--- config.mk ---
export PLATFORM = sky130hd
export DESIGN_NAME = regfile_dump_reader_flat
export DESIGN_NICKNAME = d
export VERILOG_FILES = /design/src/rtl/regfile_pkg.sv /design/src/rtl/regfile_dump_reader_if.sv /design/src/rtl/regdump_beat_reg.sv /design/src/rtl/regfile_dump_reader.sv /design/src/flat_wrapper.sv
export SDC_FILE = /design/constraint.sdc
export NUM_CORES = 1
export LEC_CHECK = 0
export ABC_AREA = 1
export BUFFER_PORTS_ARGS = -buffer_cell sky130_fd_sc_hd__buf_4
export CORE_AREA = 8 8 74 82
export CTS_BUF_LIST = sky130_fd_sc_hd__clkbuf_16
export DETAILED_ROUTE_END_ITERATION = 7
export DIE_AREA = 0 0 82 90
export PLACE_DENSITY = 0.79
export SLEW_MARGIN = 5
export SYNTH_ARGS = -nofsm -noshare
export SYNTH_HDL_FRONTEND = slang
export SYNTH_SLANG_ARGS = --single-unit
--- constraint.sdc ---
create_clock -name clk -period 2.3 [get_ports clk]
set_input_delay 0.115 -clock clk [delete_from_list [all_inputs] [get_ports clk]]
set_output_delay 0.115 -clock clk [all_outputs]
set_load 0.1 [all_outputs]
--- src/rtl/regfile_pkg.sv ---
// Shared definitions for the register-file dump reader: register file
// geometry and the dump FSM state encoding.
package regfile_pkg;

  localparam int NUM_REGS  = 32;
  localparam int REG_IDX_W = 5;
  localparam int DATA_W    = 32;

  // State encoding constants, also used as the enum values below.
  localparam logic [1:0] ENC_IDLE = 2'd0;
  localparam logic [1:0] ENC_REQ  = 2'd1;
  localparam logic [1:0] ENC_SEND = 2'd2;
  localparam logic [1:0] ENC_DONE = 2'd3;

  typedef enum logic [1:0] {
    ST_IDLE = ENC_IDLE,
    ST_REQ  = ENC_REQ,
    ST_SEND = ENC_SEND,
    ST_DONE = ENC_DONE
  } state_t;

  // Register index following idx; wraps at NUM_REGS.
  function automatic logic [REG_IDX_W-1:0] next_idx(input logic [REG_IDX_W-1:0] idx);
    return idx + REG_IDX_W'(1);
  endfunction

endpackage

--- src/rtl/regfile_dump_reader_if.sv ---
// Register-file read port and dump stream bundle.
//
// Handshake semantics: the dump stream is strict valid/ready. A beat transfers
// on a rising edge where dump_valid and dump_ready are both high. Once
// dump_valid rises, dump_data/dump_index/dump_last stay stable and dump_valid
// stays high until that transfer. The read port is a request/grant pair:
// rf_read_reg is meaningful only on cycles where port_req and port_gnt are both
// high, and rf_read_data is the combinational read of rf_read_reg.
interface regfile_dump_reader_if;
  import regfile_pkg::*;

  logic                 port_req;
  logic                 port_gnt;
  logic [REG_IDX_W-1:0] rf_read_reg;
  logic [DATA_W-1:0]    rf_read_data;
  logic                 dump_valid;
  logic                 dump_ready;
  logic [DATA_W-1:0]    dump_data;
  logic [REG_IDX_W-1:0] dump_index;
  logic                 dump_last;

  // The dump reader side.
  modport master (
    output port_req, rf_read_reg, dump_valid, dump_data, dump_index, dump_last,
    input  port_gnt, rf_read_data, dump_ready
  );

  // The pipeline / register file / sink side.
  modport slave (
    input  port_req, rf_read_reg, dump_valid, dump_data, dump_index, dump_last,
    output port_gnt, rf_read_data, dump_ready
  );

endinterface

--- src/rtl/regdump_beat_reg.sv ---
// Capture/hold stage for one dump beat. A capture loads data, index and last
// and raises valid; the beat is held unchanged until valid & ready.
module regdump_beat_reg
  import regfile_pkg::*;
(
  input  logic                 clk,
  input  logic                 rst,
  input  logic                 capture,
  input  logic [DATA_W-1:0]    data_in,
  input  logic [REG_IDX_W-1:0] index_in,
  input  logic                 last_in,
  input  logic                 ready,
  output logic                 valid,
  output logic [DATA_W-1:0]    data,
  output logic [REG_IDX_W-1:0] index,
  output logic                 last,
  output logic                 accept
);

  // A beat transfers when it is offered and the sink takes it.
  assign accept = valid & ready;

  // Beat register: load on capture, drop valid only after a transfer.
  always_ff @(posedge clk or posedge rst) begin
    if (rst) begin
      valid <= 1'b0;
      data  <= '0;
      index <= '0;
      last  <= 1'b0;
    end else begin
      if (capture) begin
        valid <= 1'b1;
        data  <= data_in;
        index <= index_in;
        last  <= last_in;
      end else if (accept) begin
        valid <= 1'b0;
      end
    end
  end

endmodule

--- src/rtl/regfile_dump_reader.sv ---
// Sequential register-file dump reader. Borrows one register file read port
// while the pipeline grants it and streams registers FIRST_REG..LAST_REG out
// as valid/ready beats. Optional running checksum of accepted beats is built
// when REGDUMP_CHECKSUM_EN is defined.
module regfile_dump_reader
  import regfile_pkg::*;
#(
  parameter int FIRST_REG = 0,
  parameter int LAST_REG  = 31
) (
  input  logic   clk,
  input  logic   rst,
  input  logic   start,
  input  logic   abort,
  output logic   busy,
  output logic   done,
  output state_t state_dbg,
  regfile_dump_reader_if.master bus
`ifdef REGDUMP_CHECKSUM_EN
  ,
  output logic [DATA_W-1:0] checksum
`endif
);

  localparam logic [REG_IDX_W-1:0] FIRST_IDX = REG_IDX_W'(FIRST_REG);
  localparam logic [REG_IDX_W-1:0] LAST_IDX  = REG_IDX_W'(LAST_REG);

  state_t               state, state_nx;
  logic [REG_IDX_W-1:0] ptr, ptr_nx;
  logic [REG_IDX_W-1:0] rd_reg;
  logic                 abort_pend, abort_pend_nx;
  logic                 capture;
  logic                 start_ok;
  logic                 accept;

  // Control outputs are plain decodes of the state register so reset clears
  // them without waiting for a clock.
  assign busy         = (state != ST_IDLE);
  assign done         = (state == ST_DONE);
  assign bus.port_req = (state == ST_REQ);
  assign bus.rf_read_reg = rd_reg;
  assign state_dbg    = state;

  // Next-state, pointer and pending-abort logic.
  always_comb begin
    state_nx      = state;
    ptr_nx        = ptr;
    abort_pend_nx = abort_pend;
    capture       = 1'b0;
    start_ok      = 1'b0;
    case (state)
      ST_IDLE: begin
        abort_pend_nx = 1'b0;
        if (start) begin
          start_ok = 1'b1;
          ptr_nx   = FIRST_IDX;
          state_nx = ST_REQ;
        end
      end
      ST_REQ: begin
        // Abort beats a same-cycle grant: nothing is captured.
        if (abort) begin
          state_nx = ST_IDLE;
        end else if (bus.port_gnt) begin
          capture  = 1'b1;
          state_nx = ST_SEND;
        end
      end
      ST_SEND: begin
        // An abort here only takes effect once the beat on offer transfers.
        if (abort) begin
          abort_pend_nx = 1'b1;
        end
        if (accept) begin
          abort_pend_nx = 1'b0;
          if (abort_pend || abort) begin
            state_nx = ST_IDLE;
          end else if (bus.dump_last) begin
            state_nx = ST_DONE;
          end else begin
            ptr_nx   = next_idx(ptr);
            state_nx = ST_REQ;
          end
        end
      end
      ST_DONE: begin
        state_nx = ST_IDLE;
      end
      default: begin
        state_nx = ST_IDLE;
      end
    endcase
  end

  // FSM state, pointer and pending-abort registers.
  always_ff @(posedge clk or posedge rst) begin
    if (rst) begin
      state      <= ST_IDLE;
      ptr        <= FIRST_IDX;
      abort_pend <= 1'b0;
    end else begin
      state      <= state_nx;
      ptr        <= ptr_nx;
      abort_pend <= abort_pend_nx;
    end
  end

  // Read address follows the pointer on entry to REQ and holds otherwise.
  always_ff @(posedge clk or posedge rst) begin
    if (rst) begin
      rd_reg <= '0;
    end else if (state_nx == ST_REQ) begin
      rd_reg <= ptr_nx;
    end
  end

  regdump_beat_reg u_beat (
    .clk      (clk),
    .rst      (rst),
    .capture  (capture),
    .data_in  (bus.rf_read_data),
    .index_in (ptr),
    .last_in  (ptr == LAST_IDX),
    .ready    (bus.dump_ready),
    .valid    (bus.dump_valid),
    .data     (bus.dump_data),
    .index    (bus.dump_index),
    .last     (bus.dump_last),
    .accept   (accept)
  );

`ifdef REGDUMP_CHECKSUM_EN
  // Running sum of accepted beats; cleared by an accepted start, otherwise
  // held, so an aborted dump leaves its partial sum visible.
  always_ff @(posedge clk or posedge rst) begin
    if (rst) begin
      checksum <= '0;
    end else if (start_ok) begin
      checksum <= '0;
    end else if (accept) begin
      checksum <= checksum + bus.dump_data;
    end
  end
`else
  // Accepted-start strobe only feeds the checksum; keep it referenced.
  logic unused_start_ok;
  assign unused_start_ok = start_ok;
`endif

endmodule

--- src/flat_wrapper.sv ---
// flat-port wrapper written by rule: the top's interface ports become plain ports
module regfile_dump_reader_flat import regfile_pkg::*;
#(
  parameter int FIRST_REG = 0,
  parameter int LAST_REG  = 31
)
  (clk, rst, start, abort, busy, done, state_dbg, bus_port_req, bus_rf_read_reg, bus_dump_valid, bus_dump_data, bus_dump_index, bus_dump_last, bus_port_gnt, bus_rf_read_data, bus_dump_ready);
  regfile_dump_reader_if bus_i ();
  input  logic clk;
  input  logic rst;
  input  logic start;
  input  logic abort;
  output logic busy;
  output logic done;
  output state_t state_dbg;
  output wire logic [$bits(bus_i.port_req)-1:0] bus_port_req;
  output wire logic [$bits(bus_i.rf_read_reg)-1:0] bus_rf_read_reg;
  output wire logic [$bits(bus_i.dump_valid)-1:0] bus_dump_valid;
  output wire logic [$bits(bus_i.dump_data)-1:0] bus_dump_data;
  output wire logic [$bits(bus_i.dump_index)-1:0] bus_dump_index;
  output wire logic [$bits(bus_i.dump_last)-1:0] bus_dump_last;
  input wire logic [$bits(bus_i.port_gnt)-1:0] bus_port_gnt;
  input wire logic [$bits(bus_i.rf_read_data)-1:0] bus_rf_read_data;
  input wire logic [$bits(bus_i.dump_ready)-1:0] bus_dump_ready;
  assign bus_port_req = bus_i.port_req;
  assign bus_rf_read_reg = bus_i.rf_read_reg;
  assign bus_dump_valid = bus_i.dump_valid;
  assign bus_dump_data = bus_i.dump_data;
  assign bus_dump_index = bus_i.dump_index;
  assign bus_dump_last = bus_i.dump_last;
  assign bus_i.port_gnt = bus_port_gnt;
  assign bus_i.rf_read_data = bus_rf_read_data;
  assign bus_i.dump_ready = bus_dump_ready;
  regfile_dump_reader #(.FIRST_REG(FIRST_REG), .LAST_REG(LAST_REG)) u_core (.clk(clk), .rst(rst), .start(start), .abort(abort), .busy(busy), .done(done), .state_dbg(state_dbg), .bus(bus_i));
endmodule
; ---- Yosys cells after proc, flatten, opt, wreduce, memory -nomap -nowiden
; Index checks and enable logic that the tools add are counted.
[op_classes]
n_addsub = 1
n_eq_ne = 6
mux = 20
n_bitwise = 1
n_reduce_logical = 6
[op_table]
columns = cell, count
row1 = $mux W5, 4
row2 = $mux W2, 6
row3 = $pmux W5 S2, 1
row4 = $pmux W2 S4, 1
row5 = $mux W1, 7
row6 = $reduce_bool A2 Y1, 3
row7 = $add A5 B1 Y5 const B, 1
row8 = $eq A5 B5 Y1 const B, 1
row9 = $eq A2 B1 Y1 const B, 2
row10 = $eq A2 B2 Y1 const B, 2
row11 = $ne A3 B2 Y1 const B, 1
row12 = $logic_not A2 Y1, 1
row13 = $pmux W1 S2, 1
row14 = $reduce_and A2 Y1, 1
row15 = $and A1 B1 Y1, 1
row16 = $logic_or A1 B1 Y1, 1
[totals]
regBits = 52
inputBits = 38

; ---- Depth between registers and ports, before layout
[logic_depth]
word_depth = 5
mapped_depth = 10
mapped_depth_nobuf = 10

; ---- Modules after synthesis
; Synthesis repeated with hierarchy kept, for this count alone.
[hier_totals]
cells_unflattened = 264
area_unflattened_um2 = 2217.1
[modules_own_cells]
columns = module, n_inst, cells_per_inst, area_each_um2
row1 = regdump_beat_reg, 1, 168, 1486.4
row2 = regfile_dump_reader, 1, 96, 730.7

; ---- Worst setup path before layout
; Ideal clock, no wire load.
[synth_path]
kind = reg-to-reg
from = reg u_core.state[0] (netlist: u_core.state_dbg[0])
to = reg u_core.u_beat.data[0]
setup_ps = 125
arrival_time_ps = 2414
required_time_ps = 2175
slack_ps = -239
path_stages_with_launch = 6
n_path_buf = 1
cell_sequence = dfrtp_1 -> inv_2 -> nor2_4 -> nand3_4 -> buf_6 -> mux2_4
[synth_between]
elab_chain_cells = 2
[synth_rtl]
columns = item, line_no
row1 = "start, declared", regfile_dump_reader.sv:28  ; state_t state, state_nx;
row2 = "start signal, assigned", regfile_dump_reader.sv:102  ; state <= state_nx;
row3 = $eq A2 B1 Y1, --
row4 = via bus_port_req, flat_wrapper.sv:16  ; output wire logic [$bits(bus_i.port_req)-1:0] bus_port_req;
row5 = $mux W1, regfile_dump_reader.sv:51  ; case (state)
row6 = "end signal, assigned", regdump_beat_reg.sv:33  ; data <= data_in;
row7 = "end, declared", regdump_beat_reg.sv:14  ; output logic [DATA_W-1:0] data,
; The timed path passes the listed nets, and every way through them passes these cells.
; A chain may end at the register's enable or synchronous reset.

; ---- Worst setup path in the final report
[layout_path]
from = reg u_core.state[0] (netlist: u_core.state_dbg[0])
to = reg u_core.u_beat.data[27]
[layout_between]
elab_chain_cells = 2
[layout_rtl]
columns = item, line_no
row1 = $eq A2 B1 Y1, regfile_dump_reader.sv:51
row2 = $mux W1, regfile_dump_reader.sv:51
; Every way passes these cells.

==> flow_metrics.env <==
export IMPL_clock_sink_count=52
export IMPL_reg2reg_from="u_core.state_dbg[0]$_DFF_PP0_"
export IMPL_slowest_delay_ns=0.42
export IMPL_grt_overflow=0
export IMPL_wl_per_cell_um=14.8
export IMPL_synthCells=188
export IMPL_tightest_slew_ns=0.535
export IMPL_grt_usage_pct=14.4
export IMPL_rr_endpoint="u_core.u_beat.data[27]$_DFFE_PP0P_"
export IMPL_drv_cap=0
export IMPL_ant_nets=0
export IMPL_drt_initial_drc_count=38
export IMPL_cp_required_ns=2.47
export IMPL_rr_worst_depth=5
export IMPL_grt_pass1_vias=1787
export IMPL_multiInputGateArea_um2=860
export IMPL_top_usage_layer="met2"
export IMPL_synth_seq_cells=52
export IMPL_cts_buffer_depth=2
export IMPL_cts_htree_levels=2
export IMPL_vias_per_cell=4.80
export IMPL_fin_nets=322
export IMPL_n_antenna_cell=0
export IMPL_grtUsageMet1_pct=16.8
export IMPL_crit_slowest_cell="dfrtp_2"
export IMPL_core_um2=4800
export IMPL_synth_fp_nets=228
export IMPL_ys_seq_area_share_pct=57.4
export IMPL_fin_setup_tns_ns=0
export IMPL_rows=27
export IMPL_place_hpwl_mm=4.00
export IMPL_critPathKind="flip-flop to flip-flop"
export IMPL_wl_mm=5.05
export IMPL_worstHoldPathCells=2
export IMPL_worstPathArrival_ns=1.86
export IMPL_grt_antenna_before_repair=0
export IMPL_r2r_slack_ns=0.61
export IMPL_slew_headroom_pct=64.3
export IMPL_crit_fanout=20
export IMPL_vias=1637
export IMPL_cts_tree="done"
export IMPL_finalClockSkew_ns=0.00462
export IMPL_area_growth_syn_to_layout_pct=37.9
export IMPL_yosysWarnings=0
export IMPL_regArea_um2=1300
export IMPL_dieArea_um2=7380
export IMPL_hold_path_class="input port to flip-flop"
export IMPL_grt_pass1_wl_mm=8.40
export IMPL_min_to="u_core.u_beat.data[19]$_DFFE_PP0P_"
export IMPL_startpoint="u_core.state_dbg[0]$_DFF_PP0_"
export IMPL_cts_root_buf="clkbuf_16"
export IMPL_ys_types=20
export IMPL_die_y_um=90
export IMPL_dr_pass1_iters=4
export IMPL_path_cells="inv_2 > nor2_4 > nand3_4 > buf_4 > mux2_4"
export IMPL_syn_avg_cell_area_um2=12.1
export IMPL_fmax_ghz=0.592
export IMPL_clock_latency_ns=0.28
export IMPL_fill_cells=373
export IMPL_status="completed"
export IMPL_largest_reg_flops=32
export IMPL_worst_setup_path_end_kind="flip-flop"
export IMPL_regMostFlops="u_core.u_beat.data"
export IMPL_numCtsBuffers=5
export IMPL_grt_max_degree=27
export IMPL_hold_violations=0
export IMPL_rsz0062_at_grt="no"
export IMPL_synthesis_area_um2=2270
export IMPL_min_delay_start="bus_rf_read_data[19]"
export IMPL_portBuffers=86
export IMPL_start_util_pct=47.2
export IMPL_drive_above_1_share_pct=48.1
export IMPL_setup_viol=0
export IMPL_clkTransAtPathRegs_ns=0.06
export IMPL_drcViolationCount=0
export IMPL_routabilityCongestion=0.785
export IMPL_die_w_um=82
export IMPL_finalCriticalPeriod_ns=1.69
export IMPL_slew_viol_final=0
export IMPL_io_pins=87
export IMPL_fin_crit_sh_pct=73.4
export IMPL_worst_setup_path_start_kind="flip-flop"
export IMPL_globalRouteMet2Util_pct=23.3
export IMPL_grt_use_met3_pct=5.08
==> worst max path at each step <==
stage                                            endpoint  slack, ns
finish                 u_core.u_beat.data[27]$_DFFE_PP0P_       0.61
global route        u_core.bus.rf_read_reg[3]$_DFFE_PP0N_       0.47
CTS                    u_core.u_beat.data[29]$_DFFE_PP0P_       0.59
detailed placement     u_core.u_beat.data[29]$_DFFE_PP0P_       0.60
global placement       u_core.u_beat.data[30]$_DFFE_PP0P_       0.65
floorplan               u_core.u_beat.data[0]$_DFFE_PP0P_       0.05
==> cells by family (layout without fill, tap and decap cells) <==
| kind of cell | Yosys count | count (layout) | synth area share (%) |
|---|---|---|---|
| AND/OR/NAND/NOR | 67 | 67 | 12.9 |
| flip-flops | 52 | 52 | 57.4 |
| multiplexers | 33 | 33 | 21.0 |
| buffers and inverters | 22 | 117 | 4.64 |
| AO/OA/AOI/OAI | 12 | 12 | 2.93 |
| adder cells (fa/ha/maj) | 2 | 2 | 1.10 |
==> cell type report <==
type | instances | area share (%)
clock inverters | 3 | 0.360
inverters | 18 | 2.16
well taps | 58 | 2.32
repair buffers | 91 | 21.9
flip-flops and latches | 52 | 41.7
multi-input cells | 114 | 27.5
clock buffers | 5 | 4.00
==> layer usage <==
layer / up-vias / part of all wire, %
li1: 805 / -
met1: 767 / 40
met2: 55 / 49
met3: 10 / 8.9
met4: 0 / 1.9
met5: - / 0
==> what timing repair did <==
action                    CTS  global route
hold endpoints to repair   24             0
resized for setup           0             0
hold buffers                1             0
buffers inserted            0             0
==> cell usage after synthesis <==
cell,n,share of area [%]
nor2_4,1,0.50
mux2_4,28,19
nand4_1,1,0.28
nand3_4,1,0.77
ha_1,2,1.1
o211ai_1,1,0.33
buf_6,3,1.5
nor2_2,1,0.28
inv_2,1,0.17
o21ai_0,9,2.0
nand2_1,44,7.3
clkbuf_1,1,0.17
a21oi_1,1,0.22
inv_1,17,2.8
dfrtp_1,52,57
o21ai_2,1,0.39
nand3_1,10,2.2
nor2_1,8,1.3
mux2_2,5,2.5
nor3_1,1,0.22
==> worst max-delay path: cells and delay by family, from the launching register on <==
family / cells / cell delay (ns)
buf+inv: 2 / 0.41
flops: 1 / 0.42
mux: 1 / 0.31
simple gates: 2 / 0.42
==> stage by stage <==
stage               utilization (%)  instance area [um2]  hold WS (ns)  cells  setup slack [ns]
floorplan                         -                 2270         0.224    188            0.0498
global placement               62.1                 2980         0.189    332             0.652
detailed placement             62.1                 2980         0.203    332             0.602
CTS                            65.2                 3130        0.0490    341             0.591
global route                   65.2                 3130        0.0487    341             0.470
finish                         65.2                 3130        0.0558    341             0.611
==> placed cells by master (no fill, tap or decap) <==
cell type,netlist,routed
buf_4,0,90
dfrtp_1,52,50
nand2_1,44,44
mux2_4,28,28
inv_1,17,17
nand3_1,10,10
o21ai_0,9,9
nor2_1,8,8
mux2_2,5,5
clkbuf_16,0,5
inv_2,1,2
ha_1,2,2
clkinv_1,0,2
dfrtp_2,0,2
nor2_4,1,1
nand3_4,1,1
o211ai_1,1,1
o21ai_2,1,1
nor2_2,1,1
nand4_1,1,1
nor3_1,1,1
a21oi_1,1,1
dlygate4sd3_1,0,1
Power is not shown: default switching activity piles up to over one toggle a cycle in this logic, so the estimate is an artifact.
